<file path="config.mk">
export PLATFORM = sky130hd
export DESIGN_NAME = downsampler_frame_sequencer
export DESIGN_NICKNAME = d
export VERILOG_FILES = /design/src/rtl/downsampler_frame_sequencer.sv
export SDC_FILE = /design/constraint.sdc
export NUM_CORES = 1
export LEC_CHECK = 0
export BUFFER_PORTS_ARGS = -buffer_cell sky130_fd_sc_hd__buf_4
export CORE_AREA = 2 2 62 123
export CTS_CLUSTER_SIZE = 28
export DETAILED_ROUTE_END_ITERATION = 7
export DIE_AREA = 0 0 64 125
export PLACE_DENSITY = 0.68
export SLEW_MARGIN = 20
export SYNTH_ARGS = -nofsm -noshare
export SYNTH_HDL_FRONTEND = slang
export SYNTH_SLANG_ARGS = --single-unit
</file>
<file path="constraint.sdc">
create_clock -name clock -period 2 [get_ports clock]
set_input_delay 0.5 -clock clock [delete_from_list [all_inputs] [get_ports clock]]
set_output_delay 0.5 -clock clock [all_outputs]
set_load 0.05 [all_outputs]
</file>
<file path="src/rtl/downsampler_frame_sequencer.sv">
// Frame-level controller for the grayscale binning downsampler: gates pixels in,
// tracks raster position, counts binned outputs and reports frame status/errors.
module downsampler_frame_sequencer #(
    parameter int IMAGE_WIDTH  = 320,
    parameter int IMAGE_HEIGHT = 240,
    parameter int BIN_WIDTH    = 2,
    parameter int BIN_HEIGHT   = 2,
    parameter int DATA_WIDTH   = 8,
    parameter int DRAIN_CYCLES = 4,
    parameter int COUNT_WIDTH  = 16
) (
    input  logic                   clock,
    input  logic                   reset,
    input  logic                   enable,
    input  logic                   pix_valid,
    input  logic                   pix_sof,
    input  logic [DATA_WIDTH-1:0]  pix_data,
    output logic                   ds_reset,
    output logic                   ds_valid,
    output logic [DATA_WIDTH-1:0]  ds_data,
    input  logic                   ds_out_valid,
    output logic                   busy,
    output logic                   frame_done,
    output logic [COUNT_WIDTH-1:0] frame_out_count,
    output logic                   err_early_sof,
    output logic                   err_overrun,
    output logic                   err_count,
    input  logic                   err_clear
);

    localparam int EXPECTED = ((IMAGE_WIDTH + BIN_WIDTH - 1) / BIN_WIDTH) *
                              ((IMAGE_HEIGHT + BIN_HEIGHT - 1) / BIN_HEIGHT);
    localparam int XW  = (IMAGE_WIDTH  > 1) ? $clog2(IMAGE_WIDTH)  : 1;
    localparam int YW  = (IMAGE_HEIGHT > 1) ? $clog2(IMAGE_HEIGHT) : 1;
    localparam int DCW = (DRAIN_CYCLES > 1) ? $clog2(DRAIN_CYCLES) : 1;

    localparam logic [XW-1:0]          X_LAST    = XW'(IMAGE_WIDTH - 1);
    localparam logic [YW-1:0]          Y_LAST    = YW'(IMAGE_HEIGHT - 1);
    localparam logic [DCW-1:0]         D_LAST    = DCW'(DRAIN_CYCLES - 1);
    localparam logic [COUNT_WIDTH-1:0] EXP_COUNT = COUNT_WIDTH'(EXPECTED);

    typedef enum logic [1:0] {IDLE, ACTIVE, DRAIN} state_t;

    state_t                 state;
    logic [XW-1:0]          x;
    logic [YW-1:0]          y;
    logic [DCW-1:0]         drain_count;
    logic [COUNT_WIDTH-1:0] out_count;
    logic [COUNT_WIDTH-1:0] out_count_next;

    // Saturating output count including this cycle's strobe
    always_comb begin
        out_count_next = out_count;
        if (ds_out_valid && (out_count != '1))
            out_count_next = out_count + 1'b1;
    end

    always_ff @(posedge clock) begin
        if (reset) begin
            state           <= IDLE;
            x               <= '0;
            y               <= '0;
            drain_count     <= '0;
            out_count       <= '0;
            ds_reset        <= 1'b1;
            ds_valid        <= 1'b0;
            ds_data         <= '0;
            busy            <= 1'b0;
            frame_done      <= 1'b0;
            frame_out_count <= '0;
            err_early_sof   <= 1'b0;
            err_overrun     <= 1'b0;
            err_count       <= 1'b0;
        end else begin
            ds_valid   <= 1'b0;
            frame_done <= 1'b0;
            // Clear first so a set event later in this block takes priority
            if (err_clear) begin
                err_early_sof <= 1'b0;
                err_overrun   <= 1'b0;
                err_count     <= 1'b0;
            end

            case (state)
                IDLE: begin
                    ds_reset <= 1'b1;
                    if (enable && pix_valid && pix_sof) begin
                        ds_reset  <= 1'b0;
                        ds_valid  <= 1'b1;
                        ds_data   <= pix_data;
                        x         <= XW'(1);
                        y         <= '0;
                        out_count <= '0;
                        busy      <= 1'b1;
                        state     <= ACTIVE;
                    end
                end

                ACTIVE: begin
                    out_count <= out_count_next;
                    if (pix_valid && pix_sof) begin
                        err_early_sof <= 1'b1;
                        ds_reset      <= 1'b1;
                        busy          <= 1'b0;
                        state         <= IDLE;
                    end else if (pix_valid) begin
                        ds_valid <= 1'b1;
                        ds_data  <= pix_data;
                        if (x == X_LAST) begin
                            x <= '0;
                            if (y == Y_LAST) begin
                                drain_count <= '0;
                                state       <= DRAIN;
                            end else begin
                                y <= y + 1'b1;
                            end
                        end else begin
                            x <= x + 1'b1;
                        end
                    end
                end

                DRAIN: begin
                    out_count   <= out_count_next;
                    drain_count <= drain_count + 1'b1;
                    if (pix_valid)
                        err_overrun <= 1'b1;
                    // Final drain cycle: publish the frame result and re-hold the downsampler
                    if (drain_count == D_LAST) begin
                        frame_done      <= 1'b1;
                        frame_out_count <= out_count_next;
                        if (out_count_next != EXP_COUNT)
                            err_count <= 1'b1;
                        ds_reset <= 1'b1;
                        busy     <= 1'b0;
                        state    <= IDLE;
                    end
                end

                default: begin
                    ds_reset <= 1'b1;
                    busy     <= 1'b0;
                    state    <= IDLE;
                end
            endcase
        end
    end

endmodule

</file>
Yosys cells after proc, flatten, opt, wreduce, memory -nomap -nowiden
Cells that the tools add are included.
{"block": "classes", "bitwise_logic": 1, "n_mux": 53, "n_reduce_logical": 18, "n_eq_ne": 18, "addsub": 4}
{"cell": "8-bit 2-to-1 mux", "n": 8}
{"cell": "9-bit 2-to-1 mux", "n": 4}
{"cell": "16-bit 2-to-1 mux", "n": 2}
{"cell": "16-bit case mux with 2 select lines", "n": 1}
{"cell": "8-bit case mux with 2 select lines", "n": 2}
{"cell": "1-bit 2-to-1 mux", "n": 20}
{"cell": "2-bit 2-to-1 mux", "n": 10}
{"cell": "9-bit case mux with 2 select lines", "n": 1}
{"cell": "16-bit by 1-bit adder with 16-bit output (second input constant)", "n": 1}
{"cell": "16-bit by 15-bit != test with 1-bit output (second input constant)", "n": 1}
{"cell": "16-bit != test (second input constant)", "n": 1}
{"cell": "2-bit != test (second input constant)", "n": 8}
{"cell": "5-bit AND reduction", "n": 2}
{"cell": "9-bit by 1-bit adder with 9-bit output (second input constant)", "n": 1}
{"cell": "9-bit == test (second input constant)", "n": 1}
{"cell": "3-bit != test (second input constant)", "n": 3}
{"cell": "8-bit by 1-bit adder with 8-bit output (second input constant)", "n": 1}
{"cell": "8-bit == test (second input constant)", "n": 1}
{"cell": "1-bit case mux with 3 select lines", "n": 2}
{"cell": "2-bit case mux with 3 select lines", "n": 1}
{"cell": "2-bit AND reduction", "n": 3}
{"cell": "6-bit AND reduction", "n": 1}
{"cell": "2-bit nonzero test", "n": 3}
{"cell": "2-bit == test (second input constant)", "n": 2}
{"cell": "other kinds (10)", "n": 14}
{"block": "totals", "elab_cells": 108, "reg_bits": 68, "out_inout_bits": 31}

Longest topological paths before layout
Gate-level depths: netlist of run 1.
{"block": "depth", "word_depth": 7, "mapped_depth": 11, "depth_no_buf": 8}

Worst setup path before layout of run 1
Ideal clock, no wire load.
{"block": "synth_path", "path_type": "reg2reg", "from": "register out_count[1]", "to": "register err_count", "synth_period_minus_slack_ns": 2.198, "arrival_time_ns": 2.067, "slack_ns": -0.198, "t_required_ns": 1.869, "stages_incl_launch_ff": 9, "path_cell_list": "dfxtp_1 > ha_1 > nand3_1 > or4_4 > and3_4 > buf_6 > or3_1 > a21oi_1 > a31oi_1"}
{"block": "synth_between", "elab_chain_cells": 7}
{"element": "start, declared", "line": "48", "text": "logic [COUNT_WIDTH-1:0] out_count;"}
{"element": "start signal, assigned", "line": "100", "text": "out_count <= out_count_next;"}
{"element": "start signal, assigned", "line": "124", "text": "out_count <= out_count_next;"}
{"element": "parallel branches: the longest is 2 deep, another holds 16-bit by 1-bit adder with 16-bit output"}
{"element": "16-bit 2-to-1 mux *", "line": "54", "text": "if (ds_out_valid && (out_count != '1))"}
{"element": "16-bit by 15-bit != test with 1-bit output *", "line": "132", "text": "if (out_count_next != EXP_COUNT)"}
{"element": "1-bit 2-to-1 mux *", "line": "132"}
{"element": "1-bit 2-to-1 mux *", "line": "129", "text": "if (drain_count == D_LAST) begin"}
{"element": "1-bit 2-to-1 mux *", "line": "84", "text": "case (state)"}
{"element": "end signal, assigned", "line": "73", "text": "err_count <= 1'b0;"}
{"element": "end signal, assigned", "line": "81", "text": "err_count <= 1'b0;"}
{"element": "end signal, assigned", "line": "133", "text": "err_count <= 1'b1;"}
{"element": "end, declared", "line": "27", "text": "output logic err_count,"}
Every way passes the cells marked *.
A chain may end at the register's enable or synchronous reset.

Worst setup path in the final report of run 1
Same ends and word-level chain as after synthesis.

==> flow_metrics.py, run 1 <==
metrics = {
    "sta": {
        "worst_slack_ps": 24.94,
        "maxSlewViolCount": 0,
        "finalHoldViolCount": 0,
        "tightest_slew_ps": 503.7,
        "setup_viol": 0,
        "max_freq_ghz": 0.5063,
        "finClkSkew_ps": 7.586,
        "period_share_pct": 98.75,
        "relSlewSlack_pct": 66.42,
        "finalCriticalPeriod_ps": 1975,
        "rsz0062_at_grt": "yes",
    },
    "status": {
        "status": "finished, final reports clean",
    },
    "routing": {
        "wirelength_mm": 8.284,
        "ant_nets": 0,
        "viasPerCell": 5.414,
        "drt_iter0_markers": 146,
        "wl_per_cell_um": 14.06,
        "drc_errors": 0,
        "first_pass_iters": 4,
        "via_count": 3189,
    },
    "finish": {
        "seq_area_um2": 1368,
        "fin_nets": 516,
        "post-route-util_pct": 61.03,
        "fillers": 653,
        "diodes": 0,
        "multi_input_area_um2": 1929,
        "area_growth_pct": 28.39,
        "drive_gt1_share_pct": 23.94,
    },
    "logic_synthesis": {
        "ys_top_cells_by_area": "dfxtp_1, nand2_1, nor2_1",
        "synth_top_area_cell": "dfxtp_1",
        "synth_ff_type": "dfxtp_1",
        "synthesis.nets": 449,
        "ys_seq_elements": 68,
        "yosysUniqueCellTypes": 50,
        "synth_edf_count": 0,
        "synth_top_area_share_pct": 40.33,
        "synth.most_common_cell": "dfxtp_1",
        "syn_inst": 427,
        "synth_area_per_cell_um2": 7.906,
        "synthTopCellsByCount": "dfxtp_1, nand2_1, nor2_1, a21oi_1",
        "async_flop_share_pct": 0,
        "seq_area_frac_synth_pct": 40.33,
        "ys_warn_count": 0,
        "mappedNetlistArea_um2": 3376,
    },
    "cts": {
        "cts_sinks": 68,
        "path_clk_slew_ps": 50,
        "cts_tree": "built",
        "clk_path_buf_depth": 2,
        "htree_levels": 3,
        "clkLatencyLatePin_ps": 340,
        "root_buffer": "clkbuf_16",
        "cts_made_buffers": 9,
    },
    "place": {
        "gp_congestion": 0.8666,
        "place_hpwl_mm": 5.763,
        "io_buffers": 45,
        "dp_slack_ps": -8.763,
    },
    "critical_path": {
        "cp.arrival_ps": 2190,
        "cpPeakStageDelay_ps": 550,
        "crit_path_max_fanout": 6,
        "path_cells": "ha_4 > nand3_2 > or4_4 > and3_4 > or3_4 > a21oi_2 > a31oi_1",
        "worstPathRequired_ps": 2210,
        "critPathCaptureType": "flop",
        "slowest_stage": "or4_4",
        "crit_type": "reg -> reg",
        "cp-start-kind": "flop",
    },
    "run": {
        "max_cap_viol_count": 0,
    },
    "floorplanning": {
        "coreArea_um2": 7102,
        "ios": 46,
        "start_util_pct": 47.53,
        "die_w_um": 64,
        "dieArea_um2": 8000,
        "die_h_um": 125,
        "num_rows": 44,
    },
    "grt": {
        "grt_pass1_wl_mm": 13.97,
        "track_usage_pct": 21.93,
        "antenna_found_initial": 0,
        "first_global_vias": 2995,
        "grt-ovfl-total": 0,
        "grt_max_degree": 32,
    },
    "pwr": {
        "peakVddDrop_mv": 0.7407,
        "power.leakage_uw": 0.001709,
        "powerDensity_nw_per_um2": 770.0,
    },
    "hold_path": {
        "hp-class": "in -> reg",
    },
}
==> power by group <==
part,internal [µW],switching [µW],leakage (µW)
sequential,1380,16.8,0.000550
clock,920,542,0.000140
combinational,167,307,0.00102
==> kinds of logic (layout without fill, tap and decap cells) <==
family | Yosys count | after routing | share of synthesized area, %
xor gates and xnor gates | 22 | 22 | 5.708
buffers and inverters | 33 | 103 | 4.114
and+or+nand+nor | 204 | 204 | 29.21
adders and majority gates | 7 | 7 | 2.594
AOI/OAI and AO/OA | 88 | 88 | 16.49
DFF | 68 | 68 | 40.33
muxes | 5 | 5 | 1.557
==> layer usage <==
metal | share of wire, % | track usage, % | routed length (µm)
met2 | 48 | 33.95 | 3939
met5 | 0 | 0 | 0
met3 | 4.7 | 4.946 | 391
met4 | 1.9 | 10.61 | 159
met1 | 46 | 28.50 | 3794
==> cell usage in the layout (no fill, tap or decap), types with 3 or more instances in the layout <==
cell and instances:
xor2_1 19, a22oi_1 9, xnor2_1 3, inv_1 6, nand2_1 64, clkbuf_8 3
ha_1 4, a21o_1 8, nor2b_1 3, a31oi_1 4, nand3_1 10, a21oi_1 36
o21ai_0 8, or3_1 5, nand2b_1 6, nor2_1 57, clkbuf_16 9, buf_4 83
and2_1 7, dfxtp_1 65, a211oi_1 9, nand4_1 15, nor3_1 12, mux2i_1 3
and3_1 6
==> stage by stage <==
step / total power, µW / std cells / hold slack [ps] / instance area, µm² / setup TNS [ps]
final: 3337 / 589 / 412.6 / 4334 / 0
after global routing: 3471 / 589 / 419.6 / 4334 / -54.20
after CTS: 3352 / 586 / 407.2 / 4279 / 0
after detailed placement: 1881 / 572 / 448.6 / 3999 / -8.763
after global placement: 1882 / 572 / 443.9 / 3999 / 0
after floorplan: 1735 / 427 / 444.0 / 3410 / -47.40
==> state kept, by name, indices dropped and copies added (netlist names), 2 cells and up <==
name,cells
ds_data,8
frame_out_count,16
out_count,16
drain_count,2
y,8
x,9
state,2
==> repair_timing <==
action	4_1_cts	5_1_grt
gates resized for setup	1	9
endpoints found under the setup margin	1	18
pin swaps	1	4
setup buffers	0	3
hold buffers	0	0
endpoints found under the hold margin	0	0
==> area by class of cell <==
class	count	area share [%]
Multi-Input combinational cell	326	44.51
Sequential cell	68	31.55
Timing Repair Buffer	83	14.38
Clock buffer	12	6.149
Tap cell	92	2.656
Inverter	6	0.5196
Clock inverter	2	0.2309
==> final timing paths <==
path,startpoint,end,cells past startpoint,slack [ps]
worst max-delay path,out_count[1],err_count,7,20
worst min-delay path,pix_data[5],ds_data[5],3,410
worst max register to register,out_count[1],err_count,7,20
worst min register to register,frame_out_count[10],frame_out_count[10],2,450
==> worst max-delay path, delay by kind of cell, from the launching register on <==
family                   cells  cell delay (ps)
AND/OR/NAND/NOR              4             1130
flip-flops                   1              380
AO/OA/AOI/OAI                2              200
adder cells (fa/ha/maj)      1              150
Power figures use the tool's default switching activity.
==> run 2, diff against run 1 <==
--- a/config.mk
+++ b/config.mk
@@ -5,11 +5,12 @@
 export SDC_FILE = /design/constraint.sdc
 export NUM_CORES = 1
 export LEC_CHECK = 0
+export ABC_AREA = 1
 export BUFFER_PORTS_ARGS = -buffer_cell sky130_fd_sc_hd__buf_4
-export CORE_AREA = 2 2 62 123
+export CORE_AREA = 2 2 63 125
 export CTS_CLUSTER_SIZE = 28
 export DETAILED_ROUTE_END_ITERATION = 7
-export DIE_AREA = 0 0 64 125
+export DIE_AREA = 0 0 65 127
 export PLACE_DENSITY = 0.68
 export SLEW_MARGIN = 20
 export SYNTH_ARGS = -nofsm -noshare
==> constraint.sdc (replaced) <==
create_clock -name clock -period 1.8 [get_ports clock]
set_input_delay 0.45 -clock clock [delete_from_list [all_inputs] [get_ports clock]]
set_output_delay 0.45 -clock clock [all_outputs]
set_load 0.05 [all_outputs]
==> run 2 against run 1 <==
Combinational power rose to 5.1 times the previous value. Largest power group is now combinational logic. Wire length rose by 28%. Clock skew fell by 1.0 ps. Die area rose by 3.2%.
==> flow_metrics.py, run 2 <==
metrics = {
    "status": {
        "status": "finished, final reports clean",
    },
    "pwr": {
        "power.leakage_uw": 0.002359,
        "powerDensity_nw_per_um2": 1199,
        "peakVddDrop_mv": 0.6529,
    },
    "routing": {
        "first_pass_iters": 5,
        "drt_iter0_markers": 148,
        "via_count": 3775,
        "viasPerCell": 5.214,
        "drc_errors": 0,
        "ant_nets": 0,
        "wl_per_cell_um": 14.66,
        "wirelength_mm": 10.61,
    },
    "finish": {
        "finalInstanceArea_um2": 5029,
        "drive_gt1_share_pct": 34.34,
        "reg_top3": "frame_out_count: 16 flops, out_count: 16 flops, x: 9 flops",
        "diodes": 0,
        "fin_cells": 724,
        "layout_commonest_cell": "buf_4",
        "fin_nets": 650,
        "layout_common_cells": "buf_4, nand2_1, nor2_1",
        "area_growth_pct": 43.90,
    },
    "logic_synthesis": {
        "ys_top_cells_by_area": "dfxtp_1, nand2_1, nor2_1",
        "synth_top_area_share_pct": 38.95,
        "yosysUniqueCellTypes": 34,
        "synth_edf_count": 0,
        "synthTopCellsByCount": "nand2_1, nor2_1, dfxtp_1, inv_1, a21oi_1",
        "ys_seq_elements": 68,
        "ys_warn_count": 0,
        "seq_area_frac_synth_pct": 38.95,
        "synth_ff_type": "dfxtp_1",
        "mappedNetlistArea_um2": 3495,
        "synthesis.nets": 533,
        "syn_inst": 511,
        "synth_top_area_cell": "dfxtp_1",
        "synth_area_per_cell_um2": 6.839,
        "async_flop_share_pct": 0,
        "synth.most_common_cell": "nand2_1",
    },
    "floorplanning": {
        "num_rows": 44,
        "dieArea_um2": 8255,
        "coreArea_um2": 7212,
        "die_w_um": 65,
        "start_util_pct": 48.46,
        "die_h_um": 127,
        "ios": 46,
    },
    "critical_path": {
        "path_cells": "nand2_2 > nor2_4 > nand2_4 > buf_12 > o21ai_4 > nand2_2 > nand2_2 > nor2_1 > nand2_1 > nor2_1 > nand2_1 > nand2_1 > nand2_1",
        "worstPathRequired_ps": 2080,
        "cp.arrival_ps": 2070,
        "cpPeakStageDelay_ps": 410,
        "crit_path_max_fanout": 7,
        "crit_path_frequent_cell": "nand2_1",
        "r2r_end": "err_count",
        "critPathCaptureType": "flop",
        "cp-start-kind": "flop",
        "worst-r2r-setup-slack_ps": 5,
        "rr_startpoint": "out_count[2]",
        "worstRegToRegCells": 13,
        "crit_type": "reg -> reg",
        "slowest_stage": "dfxtp_1",
    },
    "cts": {
        "cts_sinks": 68,
        "clkLatencyLatePin_ps": 330,
        "root_buffer": "clkbuf_16",
        "path_clk_slew_ps": 60,
        "clk_path_buf_depth": 2,
        "htree_levels": 3,
        "cts_tree": "built",
        "cts_hold_buf": 0,
        "cts_made_buffers": 9,
    },
    "sta": {
        "setup_viol": 0,
        "finalHoldViolCount": 0,
        "worst_slack_ps": 5.203,
        "fin_hold_ws_ps": 344.8,
        "relSlewSlack_pct": 77.59,
        "period_share_pct": 99.71,
        "maxSlewViolCount": 0,
        "finClkSkew_ps": 6.567,
        "finalCriticalPeriod_ps": 1795,
        "tightest_slew_ps": 333.6,
        "max_freq_ghz": 0.5572,
        "rsz0062_at_grt": "yes",
    },
    "place": {
        "postPlaceCellArea_um2": 4378,
        "gp_congestion": 0.9673,
        "dp.cells": 695,
        "dp_slack_ps": -168.1,
        "io_buffers": 45,
        "place_hpwl_mm": 7.605,
    },
    "hold_path": {
        "hold_path.startpoint": "pix_data[0]",
        "hp-class": "in -> reg",
        "worstHoldPathCells": 3,
        "whs_endpoint": "ds_data[0]",
    },
    "grt": {
        "grt.met1_usage_pct": 22.83,
        "met2_usage_pct": 50.58,
        "grt_pass1_wl_mm": 16.22,
        "first_global_vias": 3689,
        "grt-ovfl-total": 0,
        "track_usage_pct": 25.38,
        "grt_max_degree": 23,
        "top_usage_layer": "met2",
        "grt.met3_usage_pct": 4.137,
        "antenna_found_initial": 0,
    },
    "run": {
        "max_cap_viol_count": 0,
    },
}
-- run 2: changes by cell type after synthesis, moves of 7 or more --
| cell | before | now |
|---|---|---|
| nand4_1 | 15 | 6 |
| clkbuf_1 | 19 | 9 |
| nand2_2 | 0 | 7 |
| and2_1 | 9 | 0 |
| nand2_1 | 64 | 123 |
| inv_1 | 6 | 55 |
| o21ai_0 | 8 | 34 |
| a22oi_1 | 9 | 0 |
| a21o_1 | 8 | 0 |
| a211oi_1 | 10 | 2 |
| nor2_1 | 57 | 80 |
| xor2_1 | 19 | 5 |
| nand3_1 | 11 | 26 |
-- run 2: final cells by class --
| class | instances | area [µm²] |
|---|---|---|
| Fill cell | 610 | 2183 |
| Multi-Input combinational cell | 374 | 2088 |
| Sequential cell | 68 | 1378 |
| Timing Repair Buffer | 118 | 927.1 |
| Clock buffer | 11 | 252.7 |
| Inverter | 57 | 219.0 |
| Tap cell | 92 | 115.1 |
| Clock inverter | 4 | 48.80 |
-- run 2: repair_timing --
| item | CTS | global route |
|---|---|---|
| gates cloned | 1 | 1 |
| buffers inserted | 2 | 10 |
| resized for setup | 18 | 56 |
| setup endpoints to repair | 33 | 33 |
| pin swaps | 11 | 27 |
-- run 2: per-layer routing --
layer	part of all wire, %	vias to the layer above
met1	34	1759
met3	3.2	37
met4	4.3	0
met5	0	-
met2	58	90
li1	-	1889
-- run 2: kinds of logic (layout without fill, tap and decap cells) --
kind of cell,count (synthesis),in the layout,share of synthesized area (%)
DFF,68,68,38.95
and+or+nand+nor,270,272,34.98
adders and majority gates,7,7,2.506
AOI/OAI and AO/OA,88,88,13.82
xor gates and xnor gates,7,7,1.754
buffers and inverters,71,190,7.984
-- run 2: worst max path at each step --
stage	endpoint	slack, ps	startpoint	cells after the start
2_1_floorplan	x[7]	30	state[1]	13
3_3_place_gp	err_count	-170	ds_out_valid	14
3_5_place_dp	err_count	-170	ds_out_valid	14
4_1_cts	err_count	9	out_count[9]	13
5_1_grt	err_count	-100	out_count[7]	13
6_report	err_count	5	out_count[2]	13
-- run 2: metrics by stage --
step,util (%),TNS (ps),total power [µW]
2_1_floorplan,-,0,3123
3_3_place_gp,60.70,-327.8,3859
3_5_place_dp,60.70,-1250,3913
4_1_cts,65.94,0,5835
5_1_grt,69.73,-267.2,6330
6_report,69.73,0,6028
-- run 2: power by group --
group          leakage [µW]  internal [µW]  switching, µW
registers          0.000557           1700            124
logic               0.00165            881           1510
clock network      0.000151           1140            671
-- run 2: critical path: cells and delay by family (launching register included) --
kind / cells / cell delay (ps)
AO/OA/AOI/OAI: 1 / 260
buffers and inverters: 1 / 140
flip-flops: 1 / 410
AND/OR/NAND/NOR: 11 / 920
==> run 3, diff against run 2 <==
--- a/config.mk
+++ b/config.mk
@@ -5,13 +5,14 @@
 export SDC_FILE = /design/constraint.sdc
 export NUM_CORES = 1
 export LEC_CHECK = 0
-export ABC_AREA = 1
 export BUFFER_PORTS_ARGS = -buffer_cell sky130_fd_sc_hd__buf_4
-export CORE_AREA = 2 2 63 125
+export CELL_PAD_IN_SITES_DETAIL_PLACEMENT = 1
+export CELL_PAD_IN_SITES_GLOBAL_PLACEMENT = 2
+export CORE_AREA = 2 2 79 156
 export CTS_CLUSTER_SIZE = 28
 export DETAILED_ROUTE_END_ITERATION = 7
-export DIE_AREA = 0 0 65 127
-export PLACE_DENSITY = 0.68
+export DIE_AREA = 0 0 81 158
+export PLACE_DENSITY = 0.7
 export SLEW_MARGIN = 20
 export SYNTH_ARGS = -nofsm -noshare
 export SYNTH_HDL_FRONTEND = slang
==> run 3 against run 2 <==
The run now ends with setup timing left. Clock skew down 0.71 ps. Clock power up 8%. First-iteration DRC count decreased by 16%. Cell area up 6.2%. Power fell by 29%. Via count is 6.0% lower. Wire length rose by 18%. Global-route usage is 5.6 points lower. Utilization down 24 points. Sequential share of layout area is 1.3 points lower. Cell count decreased by 3.0%. Largest cell class unchanged. Largest power group is now the clock network.
==> flow_metrics.py, run 3 (synthesized netlist as in run 1, its figures left out) <==
metrics = {
    "status": {
        "status": "finished with violations",
        "violations": "setup timing",
    },
    "finish": {
        "finalInstanceArea_um2": 5340,
        "fin_nets": 574,
        "area_growth_pct": 58.19,
        "drive_gt1_share_pct": 43.81,
        "diodes": 0,
        "reg_top3": "frame_out_count: 16 flops, out_count: 16 flops, x: 9 flops",
        "layout_commonest_cell": "buf_4",
        "post-route-util_pct": 45.91,
        "layout_common_cells": "buf_4, nand2_1, nor2_1",
    },
    "floorplanning": {
        "dieArea_um2": 12800,
        "die_w_um": 81,
        "die_h_um": 158,
        "num_rows": 56,
        "ios": 46,
        "start_util_pct": 29.02,
        "coreArea_um2": 11630,
    },
    "cts": {
        "cts_sinks": 68,
        "clk_path_buf_depth": 2,
        "path_clk_slew_ps": 60,
        "root_buffer": "clkbuf_16",
        "htree_levels": 3,
        "cts_made_buffers": 9,
        "clkLatencyLatePin_ps": 340,
        "cts_tree": "built",
        "cts_hold_buf": 0,
    },
    "critical_path": {
        "crit_type": "reg -> reg",
        "crit_path_max_fanout": 4,
        "worstPathRequired_ps": 2050,
        "cp.arrival_ps": 2210,
        "cpPeakStageDelay_ps": 470,
        "startpoint": "out_count[1]",
        "path_cells": "ha_4 > nand3_4 > buf_6 > or4_4 > and2_4 > buf_6 > a31oi_4 > o21ai_2 > a21oi_2",
        "rr_startpoint": "out_count[1]",
        "cp-start-kind": "flop",
        "critPathCaptureType": "flop",
        "slowest_stage": "or4_4",
        "crit_path_frequent_cell": "buf_6",
    },
    "hold_path": {
        "hold_path.startpoint": "pix_data[6]",
        "hp-class": "in -> reg",
    },
    "routing": {
        "first_pass_iters": 4,
        "viasPerCell": 5.057,
        "wl_met3_um": 230,
        "wl_per_cell_um": 17.77,
        "drt_iter0_markers": 125,
        "met1_length_mm": 4.397,
        "drc_errors": 0,
        "via_count": 3550,
        "ant_nets": 0,
        "wl_met2_mm": 7.256,
        "wirelength_mm": 12.48,
        "top_layer_used": "met4",
    },
    "sta": {
        "relSlewSlack_pct": 59.71,
        "max_freq_ghz": 0.5121,
        "maxSlewViolCount": 0,
        "tns_ps": -759.8,
        "period_share_pct": 108.5,
        "tightest_slew_ps": 599.3,
        "finalHoldViolCount": 0,
        "finalCriticalPeriod_ps": 1953,
        "setup_viol": 13,
        "finClkSkew_ps": 5.858,
        "worst_slack_ps": -152.7,
        "rsz0062_at_grt": "yes",
    },
    "place": {
        "postPlaceCellArea_um2": 4456,
        "dp_slack_ps": -260.0,
        "place_hpwl_mm": 9.145,
        "gp_congestion": 0.8639,
        "io_buffers": 45,
    },
    "grt": {
        "grt_max_degree": 41,
        "grt_pass1_wl_mm": 18.85,
        "track_usage_pct": 19.74,
        "antenna_found_initial": 0,
        "grt-ovfl-total": 0,
        "first_global_vias": 3774,
    },
    "pwr": {
        "power.leakage_uw": 0.002138,
        "peakVddDrop_mv": 0.4857,
        "powerDensity_nw_per_um2": 801.9,
        "total_power_uw": 4282,
    },
    "run": {
        "max_cap_viol_count": 0,
    },
}
-- run 3: cell types whose count changed in the layout (fill, tap and decap cells not counted), moves of 7 or more --
| cell | change |
|---|---|
| xor2_1 | +13 |
| a21oi_1 | -9 |
| inv_1 | -47 |
| o21ai_0 | -28 |
| nand2_1 | -50 |
| nand2_2 | -16 |
| buf_4 | +18 |
| nor2_4 | -7 |
| nand4_1 | +9 |
| nor2_1 | -17 |
| nand3_1 | -18 |
| a21o_1 | +8 |
-- run 3: worst paths after layout --
kind                              end  slack, ps  depth (start not counted)
setup reg to reg        out_count[11]       -150                          9
hold reg to reg   frame_out_count[10]        460                          2
setup / recovery        out_count[11]       -150                          9
hold / removal             ds_data[6]        360                          3
-- run 3: through the flow --
| stage | hold slack (ps) | instances |
|---|---|---|
| floorplan | 444.0 | 427 |
| global placement | 443.7 | 673 |
| detailed placement | 449.5 | 673 |
| CTS | 347.3 | 695 |
| global route | 347.1 | 702 |
| finish | 360.3 | 702 |
-- run 3: cell type report --
class	count	area, µm²
flip-flops and latches	68	1394
repair buffers	141	1119
inverters	6	27.53
clock buffers	9	225.2
well taps	145	181.4
multi-input cells	326	2295
fillers	1374	6291
clock inverters	7	98.84
-- run 3: where the power goes --
group	leakage (µW)	switching [µW]	internal [µW]
clock network	0.000156	741	1220
logic	0.00142	435	323
registers	0.000559	25.3	1530
-- run 3: layer usage --
metal  up-vias  GRT usage (%)
li1       1740              -
met3        31          3.193
met4         0          12.43
met2        49          37.98
met5         -              0
met1      1730          18.43
-- run 3: critical path, delay by kind of cell, from the launching register on --
family | cells | cell delay (ps)
AO/OA/AOI/OAI | 3 | 370
adder cells (fa/ha/maj) | 1 | 150
buffers and inverters | 2 | 260
flip-flops | 1 | 360
AND/OR/NAND/NOR | 3 | 730
-- run 3: what timing repair did --
| item | in CTS | in global routing |
|---|---|---|
| endpoints found under the setup margin | 47 | 55 |
| buffers inserted | 6 | 9 |
| pin swaps | 12 | 35 |
| gates resized for setup | 37 | 74 |
